===== src/rtl/rst_seq.sv =====
// rst_seq: ordered reset release (sync -> mem -> core) with optional software reset.
// Define RST_SEQ_SWRST_EN to build the software reset req/ack path.
module rst_seq #(
    parameter int unsigned STRETCH = 16,
    parameter int unsigned GAP     = 4
) (
    input  logic clk,
    input  logic rst,
    input  logic i_sw_rst_req,
    output logic o_rst_sync,
    output logic o_rst_mem,
    output logic o_rst_core,
    output logic o_sw_rst_ack,
    output logic o_ready
);

    localparam int unsigned MAXC = (STRETCH > GAP) ? STRETCH : GAP;
    localparam int unsigned CW   = $clog2(MAXC) + 1;
    localparam logic [CW-1:0] S_END = CW'(STRETCH - 1);
    localparam logic [CW-1:0] G_END = CW'(GAP - 1);

    typedef enum logic [2:0] {
        S_SYNC,
        S_STRETCH,
        S_GAP,
        S_RUN
`ifdef RST_SEQ_SWRST_EN
        , S_SWRST
`endif
    } state_t;

    state_t        state_q, state_d;
    logic [CW-1:0] cnt_q, cnt_d;
    logic [1:0]    sync_q;
    logic          mem_q, mem_d;
    logic          core_q, core_d;
    logic          ready_q, ready_d;

`ifdef RST_SEQ_SWRST_EN
    logic ack_q, ack_d;
    logic req_q;
    logic sw_edge;

    assign sw_edge = i_sw_rst_req & ~req_q;

    always_ff @(posedge clk or posedge rst) begin
        if (rst) begin
            ack_q <= 1'b0;
            req_q <= 1'b0;
        end else begin
            ack_q <= ack_d;
            req_q <= i_sw_rst_req;
        end
    end

    assign o_sw_rst_ack = ack_q;
`else
    logic unused_req;
    assign unused_req   = i_sw_rst_req;
    assign o_sw_rst_ack = 1'b0;
`endif

    always_ff @(posedge clk or posedge rst) begin
        if (rst) begin
            state_q <= S_SYNC;
            cnt_q   <= '0;
            sync_q  <= 2'b11;
            mem_q   <= 1'b1;
            core_q  <= 1'b1;
            ready_q <= 1'b0;
        end else begin
            state_q <= state_d;
            cnt_q   <= cnt_d;
            sync_q  <= {sync_q[0], 1'b0};
            mem_q   <= mem_d;
            core_q  <= core_d;
            ready_q <= ready_d;
        end
    end

    always_comb begin
        state_d = state_q;
        cnt_d   = cnt_q;
        mem_d   = mem_q;
        core_d  = core_q;
        ready_d = ready_q;
`ifdef RST_SEQ_SWRST_EN
        ack_d   = 1'b0;
`endif
        unique case (state_q)
            // Leave as the zero reaches the second flop so both change on one edge.
            S_SYNC: begin
                if (!sync_q[0]) begin
                    state_d = S_STRETCH;
                    cnt_d   = '0;
                end
            end
            S_STRETCH: begin
                if (cnt_q == S_END) begin
                    state_d = S_GAP;
                    cnt_d   = '0;
                    mem_d   = 1'b0;
                end else begin
                    cnt_d = cnt_q + 1'b1;
                end
            end
            S_GAP: begin
                if (cnt_q == G_END) begin
                    state_d = S_RUN;
                    cnt_d   = '0;
                    core_d  = 1'b0;
                    ready_d = 1'b1;
                end else begin
                    cnt_d = cnt_q + 1'b1;
                end
            end
            S_RUN: begin
`ifdef RST_SEQ_SWRST_EN
                if (sw_edge) begin
                    state_d = S_SWRST;
                    mem_d   = 1'b1;
                    core_d  = 1'b1;
                    ready_d = 1'b0;
                    ack_d   = 1'b1;
                end
`endif
            end
`ifdef RST_SEQ_SWRST_EN
            S_SWRST: begin
                state_d = S_STRETCH;
                cnt_d   = '0;
            end
`endif
            default: begin
                state_d = S_SYNC;
                cnt_d   = '0;
            end
        endcase
    end

    assign o_rst_sync = sync_q[1];
    assign o_rst_mem  = mem_q;
    assign o_rst_core = core_q;
    assign o_ready    = ready_q;

endmodule


===== config.mk =====
export PLATFORM = sky130hd
export DESIGN_NAME = rst_seq
export DESIGN_NICKNAME = d
export VERILOG_FILES = /design/src/rtl/rst_seq.sv
export SDC_FILE = /design/constraint.sdc
export NUM_CORES = 1
export LEC_CHECK = 0
export CORE_MARGIN = 4
export CORE_UTILIZATION = 50
export CTS_CLUSTER_SIZE = 8
export DETAILED_ROUTE_END_ITERATION = 16
export PLACE_DENSITY = 0.77
export SYNTH_ARGS = -nofsm -noshare
export SYNTH_HDL_FRONTEND = slang
export SYNTH_SLANG_ARGS = --single-unit

===== constraint.sdc =====
create_clock -name clk -period 3.5 [get_ports clk]
set_input_delay 0.35 -clock clk [delete_from_list [all_inputs] [get_ports clk]]
set_output_delay 0.35 -clock clk [all_outputs]
set_load 0.03 [all_outputs]

==> qor.csv, run 1 <==
metric,value,unit
layout-drive-gt1-share,0.164,
rsz0062_at_grt,false,
die_h,44.0,um
synth_area,649,um^2
drt_iter0_markers,14,
start_kind,register,
setup_viol,0,
crit_path_end_kind,register,
core,1170,um^2
fmax,547,MHz
cpPeakStageDelay,0.39,ns
fin_crit_sh,0.522,
grtUsageTotal,0.127,
grt_max_degree,13,
pwr_density_cell,677,nW/um^2
post-cts-setup-buffers,0,
mostFrequentLayoutCell,dfrtp_1,
cts_tree,yes,
nFillCells,100,
die_x,44.0,um
ys_top_cells_by_area,"dfrtp_1 (31%), dfstp_2 (16%), ha_1 (13%)",
grt_pass1_vias,412,
cp_common_cell,ha_1,
io-pin-count,8,
postSynthAreaPerCell,11.0,um^2
ys_ff_latch,12,
path_cells,ha_1 -> nand3_1 -> inv_1 -> ha_1 -> nand2b_1 -> nand2_1 -> a21oi_2 -> mux2_1,
nNetsFinal,79,
worst_ep_arrival_time,1.98,ns
globalplace.congestion,0.809,
dieArea,1940,um^2
leakagePower,0.000331,uW
cts-root-buf,clkbuf_4,
yosysSeqAreaShare,0.470,
fin_crit,1.83,ns
antenna_left,0,
clock_skew,0.000705,ns
synth_area_leader_cell,dfrtp_1,
finalMaxSlewViolations,0,
yosysTopAreaCellShare,0.308,
crit_fanout,4,
ys_warn_count,0,
areaGrowthSynthToFinish,13.3,%
wl_per_cell,12.9,um
hold_viol,0,
n_antenna_cell,0,
placed_area,713,um^2
outcome,completed,
maxCapViolCount,0,
drc,0,
htree_levels,1,
fin_ws,1.67,ns
ctsResizeCount,0,
setup_tns,0,ns
required,3.65,ns
holdBufCountCts,0,
ir_worst_vdd,0.000416,V
clk_path_buf_depth,2,
clock_latency,0.27,ns
firstDrtPassIters,4,
final_core_util,0.628,
hp-class,in -> async,
grt_remaining_overflow,0,
path_class,reg -> reg,
via_count,439,
clk_pin_slew_worst_paths,0.07,ns
dpl_worst_slack,1.70,ns
dp_hpwl,808,um
slowest_stage,dfrtp_1,
synth_edf_count,0,
antenna_found_initial,0,
mostFrequentLayoutCells,"dfrtp_1 (8), ha_1 (7), inv_1 (6)",
io_buffers,5,
viasPerCell,5.42,
final_cell_area,736,um^2
cts.sinks,12,
rows,12,
start_util,0.554,
yosys_most_used_dff,dfrtp_1,
synth_cells,59,
cts_buffers,3,
wl,1050,um
grt_pass1_wl,1820,um
ys_types,26,
synthArstFlopShare,1.00,
synth_stat cells, types with 2 or more instances:
master,count
a21oi_2,2
dfrtp_1,8
dfstp_2,4
ha_1,7
inv_1,6
nand2_1,4
nand2b_1,4
nand3_1,2
o21ai_0,4
o2bb2ai_1,2
sequential cells by signal, summed over array words and instances, names as in the netlist:
name / cells
state_q: 2
o_rst_core: 1
sync_q: 2
cnt_q: 5
o_ready: 1
o_rst_mem: 1
logic make-up (layout without fill, tap and decap cells):
logic type,count (synthesis),count (layout),share of synthesized area
simple gates,16,16,0.164
buf+inv,8,15,0.0520
fa+ha+maj,7,7,0.135
flops,12,12,0.470
other cells,1,2,0.00577
mux,2,2,0.0328
compound gates,13,13,0.141
worst max-delay path: cells and delay by family (launching register included):
family | cells | cell delay [ns]
compound gates | 1 | 0.17
fa+ha+maj | 2 | 0.41
buf+inv | 1 | 0.08
flops | 1 | 0.39
mux | 1 | 0.33
simple gates | 3 | 0.35
final timing paths:
check,from,end,slack [ns],cells after the start
worst max-delay path,cnt_q[0],state_q[1],1.67,8
worst min-delay path,rst,o_ready,0.38,2
worst max register to register,cnt_q[0],state_q[1],1.67,8
worst min register to register,sync_q[0],sync_q[1],0.39,0
max in group asynchronous,rst,sync_q[1],2.79,2
min in group clk,sync_q[0],sync_q[1],0.39,0
layer usage:
layer,routed length [um],GRT usage
met3,39,0.0244
met5,0,0
met2,480,0.180
met1,509,0.179
met4,17,0.0723
metrics by stage:
stage                     total power (uW)  hold slack [ns]  std cells
after floorplan                        369            0.212         60
after global placement                 412            0.364         78
after detailed placement               418            0.376         78
after CTS                              501            0.385         81
after global routing                   542            0.391         81
final                                  498            0.379         81
layout make-up:
cell class                 instances  area, um^2  area share
multi-input combinational         40         314       0.427
sequential                        12         305       0.415
timing repair buffer               5        50.0      0.0680
inverter                           7        26.3      0.0357
clock buffer                       3        22.5      0.0306
tap                               14        17.5      0.0238
power by group:
part	internal, uW	switching (uW)	total, uW
Combinational	95.6	132	227
Sequential	166	22.1	189
Clock	39.8	42.2	82.0
Total	302	196	498
Power figures use the tool's default switching activity.
==> inputs of run 2 (changes only) <==
--- a/config.mk
+++ b/config.mk
@@ -6,10 +6,10 @@
 export NUM_CORES = 1
 export LEC_CHECK = 0
 export CORE_MARGIN = 4
-export CORE_UTILIZATION = 50
+export CORE_UTILIZATION = 46
 export CTS_CLUSTER_SIZE = 8
 export DETAILED_ROUTE_END_ITERATION = 16
-export PLACE_DENSITY = 0.77
+export PLACE_DENSITY = 0.75
 export SYNTH_ARGS = -nofsm -noshare
 export SYNTH_HDL_FRONTEND = slang
 export SYNTH_SLANG_ARGS = --single-unit
==> constraint.sdc (replaced) <==
create_clock -name clk -period 1.65 [get_ports clk]
set_input_delay 0.165 -clock clk [delete_from_list [all_inputs] [get_ports clk]]
set_output_delay 0.165 -clock clk [all_outputs]
set_load 0.03 [all_outputs]
==> qor.csv, run 2 (synthesis results as in run 1) <==
metric,value,unit
crit_path_end_kind,register,
wl,1390,um
largest-register,cnt_q,
maxCapViolCount,0,
setup_viol,0,
fin_ws,0.0417,ns
dp_hpwl,934,um
cts-root-buf,clkbuf_4,
required,1.82,ns
io_buffers,5,
cts_buffers,3,
path_class,reg -> reg,
dpl_worst_slack,-0.0663,ns
r2r-start,cnt_q[0],
antenna_found_initial,0,
cts_tree,yes,
rsz0062_at_grt,true,
r2r_slack,0.04,ns
pwr_density_cell,1560,nW/um^2
combPwrFrac,0.553,
rows,13,
fin_crit,1.61,ns
die_h,45.6,um
fin_crit_sh,0.975,
final_core_util,0.692,
n_antenna_cell,0,
setup_tns,0,ns
htree_levels,1,
clockPowerShare,0.167,
layout-drive-gt1-share,0.432,
mostFrequentLayoutCells,"buf_4 (13), dfrtp_1 (8), inv_1 (5)",
grtUsageTotal,0.165,
p_sw,534,uW
viasPerCell,5.20,
areaGrowthSynthToFinish,40.5,%
clock_skew,0.00112,ns
io-pin-count,8,
largest_reg_flops,5,
via_count,499,
p_int,885,uW
finalPower,1420,uW
clock_latency,0.27,ns
globalplace.congestion,0.717,
swShare,0.376,
antenna_left,0,
dieArea,2080,um^2
fmax,622,MHz
hp-class,in -> async,
finalMaxSlewViolations,0,
grt_pass1_vias,509,
die_x,45.6,um
leakagePower,0.000456,uW
firstDrtPassIters,4,
grt_pass1_wl,2370,um
core,1320,um^2
worstReg2RegEnd,state_q[1],
mostFrequentLayoutCell,buf_4,
clk_pin_slew_worst_paths,0.08,ns
drc,0,
reg_top3,"cnt_q x5, state_q x2, sync_q x2",
grt_remaining_overflow,0,
rr_worst_depth,8,
nNetsFinal,92,
seqPwrFrac,0.280,
wl_per_cell,14.5,um
cts.sinks,12,
outcome,completed,
crit_fanout,3,
start_kind,register,
start_util,0.493,
ir_worst_vdd,0.000962,V
grt_max_degree,13,
drt_iter0_markers,9,
worst_ep_arrival_time,1.77,ns
hold_viol,0,
clk_path_buf_depth,2,
[run 2: changes by cell type in the layout (fill, tap and decap cells not counted), moves of 3 or more]
cell	previous run	this run
ha_1	7	4
buf_4	0	13
clkdlybuf4s50_1	5	2
dlymetal6s2s_1	0	3
[run 2: power groups by stage]
stage,clock network [uW],logic (uW),registers (uW)
2_1_floorplan,0,374,408
3_3_place_gp,0,576,396
3_5_place_dp,0,601,402
4_1_cts,241,701,398
5_1_grt,252,865,406
6_report,237,785,398
[run 2: repair_timing]
item	in CTS	in global routing
hold buffers	0	0
endpoints found under the setup margin	5	7
gates cloned	0	0
resized for setup	9	8
buffers inserted	1	1
pin swaps	2	3
[run 2: worst max path at each step]
stage,to,from,cells past startpoint,slack [ns]
after global placement,state_q[1],cnt_q[0],8,-0.05
after global routing,state_q[1],cnt_q[0],8,-0.03
after detailed placement,state_q[1],cnt_q[0],8,-0.07
after CTS,o_rst_mem,o_rst_mem,1,0.005
final,state_q[1],cnt_q[0],8,0.04
after floorplan,state_q[1],cnt_q[0],8,0.009
[run 2: layer usage]
layer | vias up | GRT usage | part of all wire
li1 | 242 | - | -
met1 | 242 | 0.212 | 0.43
met2 | 12 | 0.256 | 0.51
met3 | 3 | 0.0474 | 0.045
met4 | 0 | 0.0702 | 0.013
met5 | - | 0 | 0
[run 2: cell type report]
type                       count  area (um^2)
multi-input combinational     40          370
sequential                    12          305
timing repair buffer          18          155
clock buffer                   4         36.3
fill                          99          405
inverter                       7         26.3
tap                           15         18.8
[run 2: per-stage QoR]
step                      cell area (um^2)  hold slack (ns)  instances
final                                  912            0.199         96
after global placement                 797            0.364         90
after global routing                   912            0.234         96
after floorplan                        653           0.0268         60
after CTS                              880            0.203         95
after detailed placement               797            0.370         90
[run 2: critical path, cell delays in order, from the launching register on]
cell,delay [ns]
dfrtp_1,0.36
ha_2,0.19
nand3_2,0.09
inv_2,0.08
ha_4,0.14
nand2b_4,0.13
nand2_4,0.06
a21oi_4,0.14
mux2_4,0.31
==> inputs of run 3 (changes only) <==
--- a/config.mk
+++ b/config.mk
@@ -5,7 +5,7 @@
 export SDC_FILE = /design/constraint.sdc
 export NUM_CORES = 1
 export LEC_CHECK = 0
-export CORE_MARGIN = 4
+export ABC_AREA = 0
 export CORE_UTILIZATION = 46
 export CTS_CLUSTER_SIZE = 8
 export DETAILED_ROUTE_END_ITERATION = 16
==> qor.csv, run 3 (synthesis results as in run 1) <==
metric,value,unit
stdcell_count,99,
fin_crit_sh,0.978,
seqCellArea,305,um^2
required,1.81,ns
cts.sinks,12,
cp_common_cell,ha_4,
nNetsFinal,95,
areaGrowthSynthToFinish,46.2,%
final_cell_area,950,um^2
clock_skew,0.000618,ns
multi_input_area,395,um^2
layout-drive-gt1-share,0.440,
dieArea,1570,um^2
final_core_util,0.730,
cpPeakStageDelay,0.40,ns
cp_num_buf_inv,1,
rows,13,
crit_path_end_kind,register,
core,1300,um^2
clk_pin_slew_worst_paths,0.07,ns
start_util,0.499,
largest_reg_flops,5,
dp_hpwl,867,um
crit_family,flip-flops,
holdBufCountCts,0,
cts_buffers,3,
fin_crit,1.61,ns
wl_per_cell,13.2,um
start_kind,register,
drc,0,
hp-class,in -> async,
firstDrtPassIters,4,
hold_viol,0,
mostFrequentLayoutCell,buf_4,
cts_tree,yes,
hold-worst-slack,0.201,ns
antenna_left,0,
cts-root-buf,clkbuf_4,
top_layer,met4,
setup_viol,0,
setup_tns,0,ns
viasPerCell,4.98,
pwr_density_cell,1470,nW/um^2
globalplace.congestion,0.773,
wl,1310,um
via_count,493,
die_h,39.6,um
p_int,860,uW
clock_latency,0.27,ns
placed_area,797,um^2
grt_pass1_vias,466,
htree_levels,1,
io_buffers,5,
finalMaxSlewViolations,0,
m1WireLength,618,um
nFillCells,95,
reg_top3,"cnt_q x5, state_q x2, sync_q x2",
dr_wl_met3,28,um
io-pin-count,8,
path_class,reg -> reg,
antenna_found_initial,0,
grt_max_degree,13,
rsz0062_at_grt,true,
slowest_stage,dfrtp_1,
grt_remaining_overflow,0,
seqPwrFrac,0.290,
fmax,620,MHz
maxCapViolCount,0,
n_antenna_cell,0,
drt_iter0_markers,8,
combPwrFrac,0.572,
grt_pass1_wl,2160,um
mostFrequentLayoutCells,"buf_4 (16), dfrtp_1 (8), inv_1 (5), ha_1 (5), dfstp_2 (4)",
outcome,completed,
die_x,39.6,um
grtUsageTotal,0.217,
p_sw,535,uW
leakagePower,0.000472,uW
crit_fanout,3,
worst_ep_arrival_time,1.78,ns
path_cells,ha_4 -> nand3_4 -> inv_2 -> ha_4 -> nand2b_4 -> nand2_4 -> a21oi_4 -> mux2_4,
largest-register,cnt_q,
ir_worst_vdd,0.000925,V
swShare,0.383,
clockPowerShare,0.138,
routed-wl-met2,626,um
dpl.cell_count,90,
clk_path_buf_depth,2,
==> run 3: cell count changes in the layout (fill, tap and decap cells not counted), sizes merged <==
cell  change
buf       +3
==> run 3: worst register-to-register path: stages, from the launching register on <==
cell	delay (ns)
dfrtp_1	0.40
ha_4	0.17
nand3_4	0.08
inv_2	0.08
ha_4	0.14
nand2b_4	0.13
nand2_4	0.06
a21oi_4	0.14
mux2_4	0.31
==> run 3: routing by layer <==
| metal | GRT usage | vias up |
|---|---|---|
| li1 | - | 250 |
| met1 | 0.290 | 232 |
| met2 | 0.311 | 6 |
| met3 | 0.0511 | 5 |
| met4 | 0.129 | 0 |
| met5 | 0 | - |
==> run 3: final timing paths <==
| kind | from | end | slack, ns | cells past startpoint |
|---|---|---|---|---|
| min in group clk | sync_q[0] | sync_q[1] | 0.38 | 0 |
| max in group asynchronous | rst | o_rst_mem | 1.11 | 2 |
| worst max register to register | cnt_q[0] | state_q[1] | 0.04 | 8 |
| worst min register to register | sync_q[0] | sync_q[1] | 0.38 | 0 |
| worst min-delay path | rst | cnt_q[1] | 0.20 | 2 |
| worst max-delay path | cnt_q[0] | state_q[1] | 0.04 | 8 |
==> run 3: what timing repair did <==
item | CTS | global route
setup buffers | 4 | 1
pin swaps | 1 | 2
gates resized for setup | 7 | 13
endpoints found under the setup margin | 5 | 8
==> run 3: power groups by stage <==
stage	sequential (uW)	combinational, uW	clock [uW]
floorplan	408	374	0
global placement	396	575	0
detailed placement	402	596	0
CTS	397	700	199
global route	414	890	217
finish	404	798	192
==> run 3: metrics by stage <==
step	total power [uW]	worst slack, ns
after floorplan	782	0.00934
after global placement	972	-0.0520
after detailed placement	997	-0.0902
after CTS	1300	0.00677
after global routing	1520	-0.0259
final	1390	0.0370
==> run 3: area by class of cell <==
cell class	count	area share
inverter	7	0.0277
sequential	12	0.321
timing repair buffer	21	0.187
multi-input combinational	40	0.416
tap	15	0.0198
clock buffer	4	0.0277
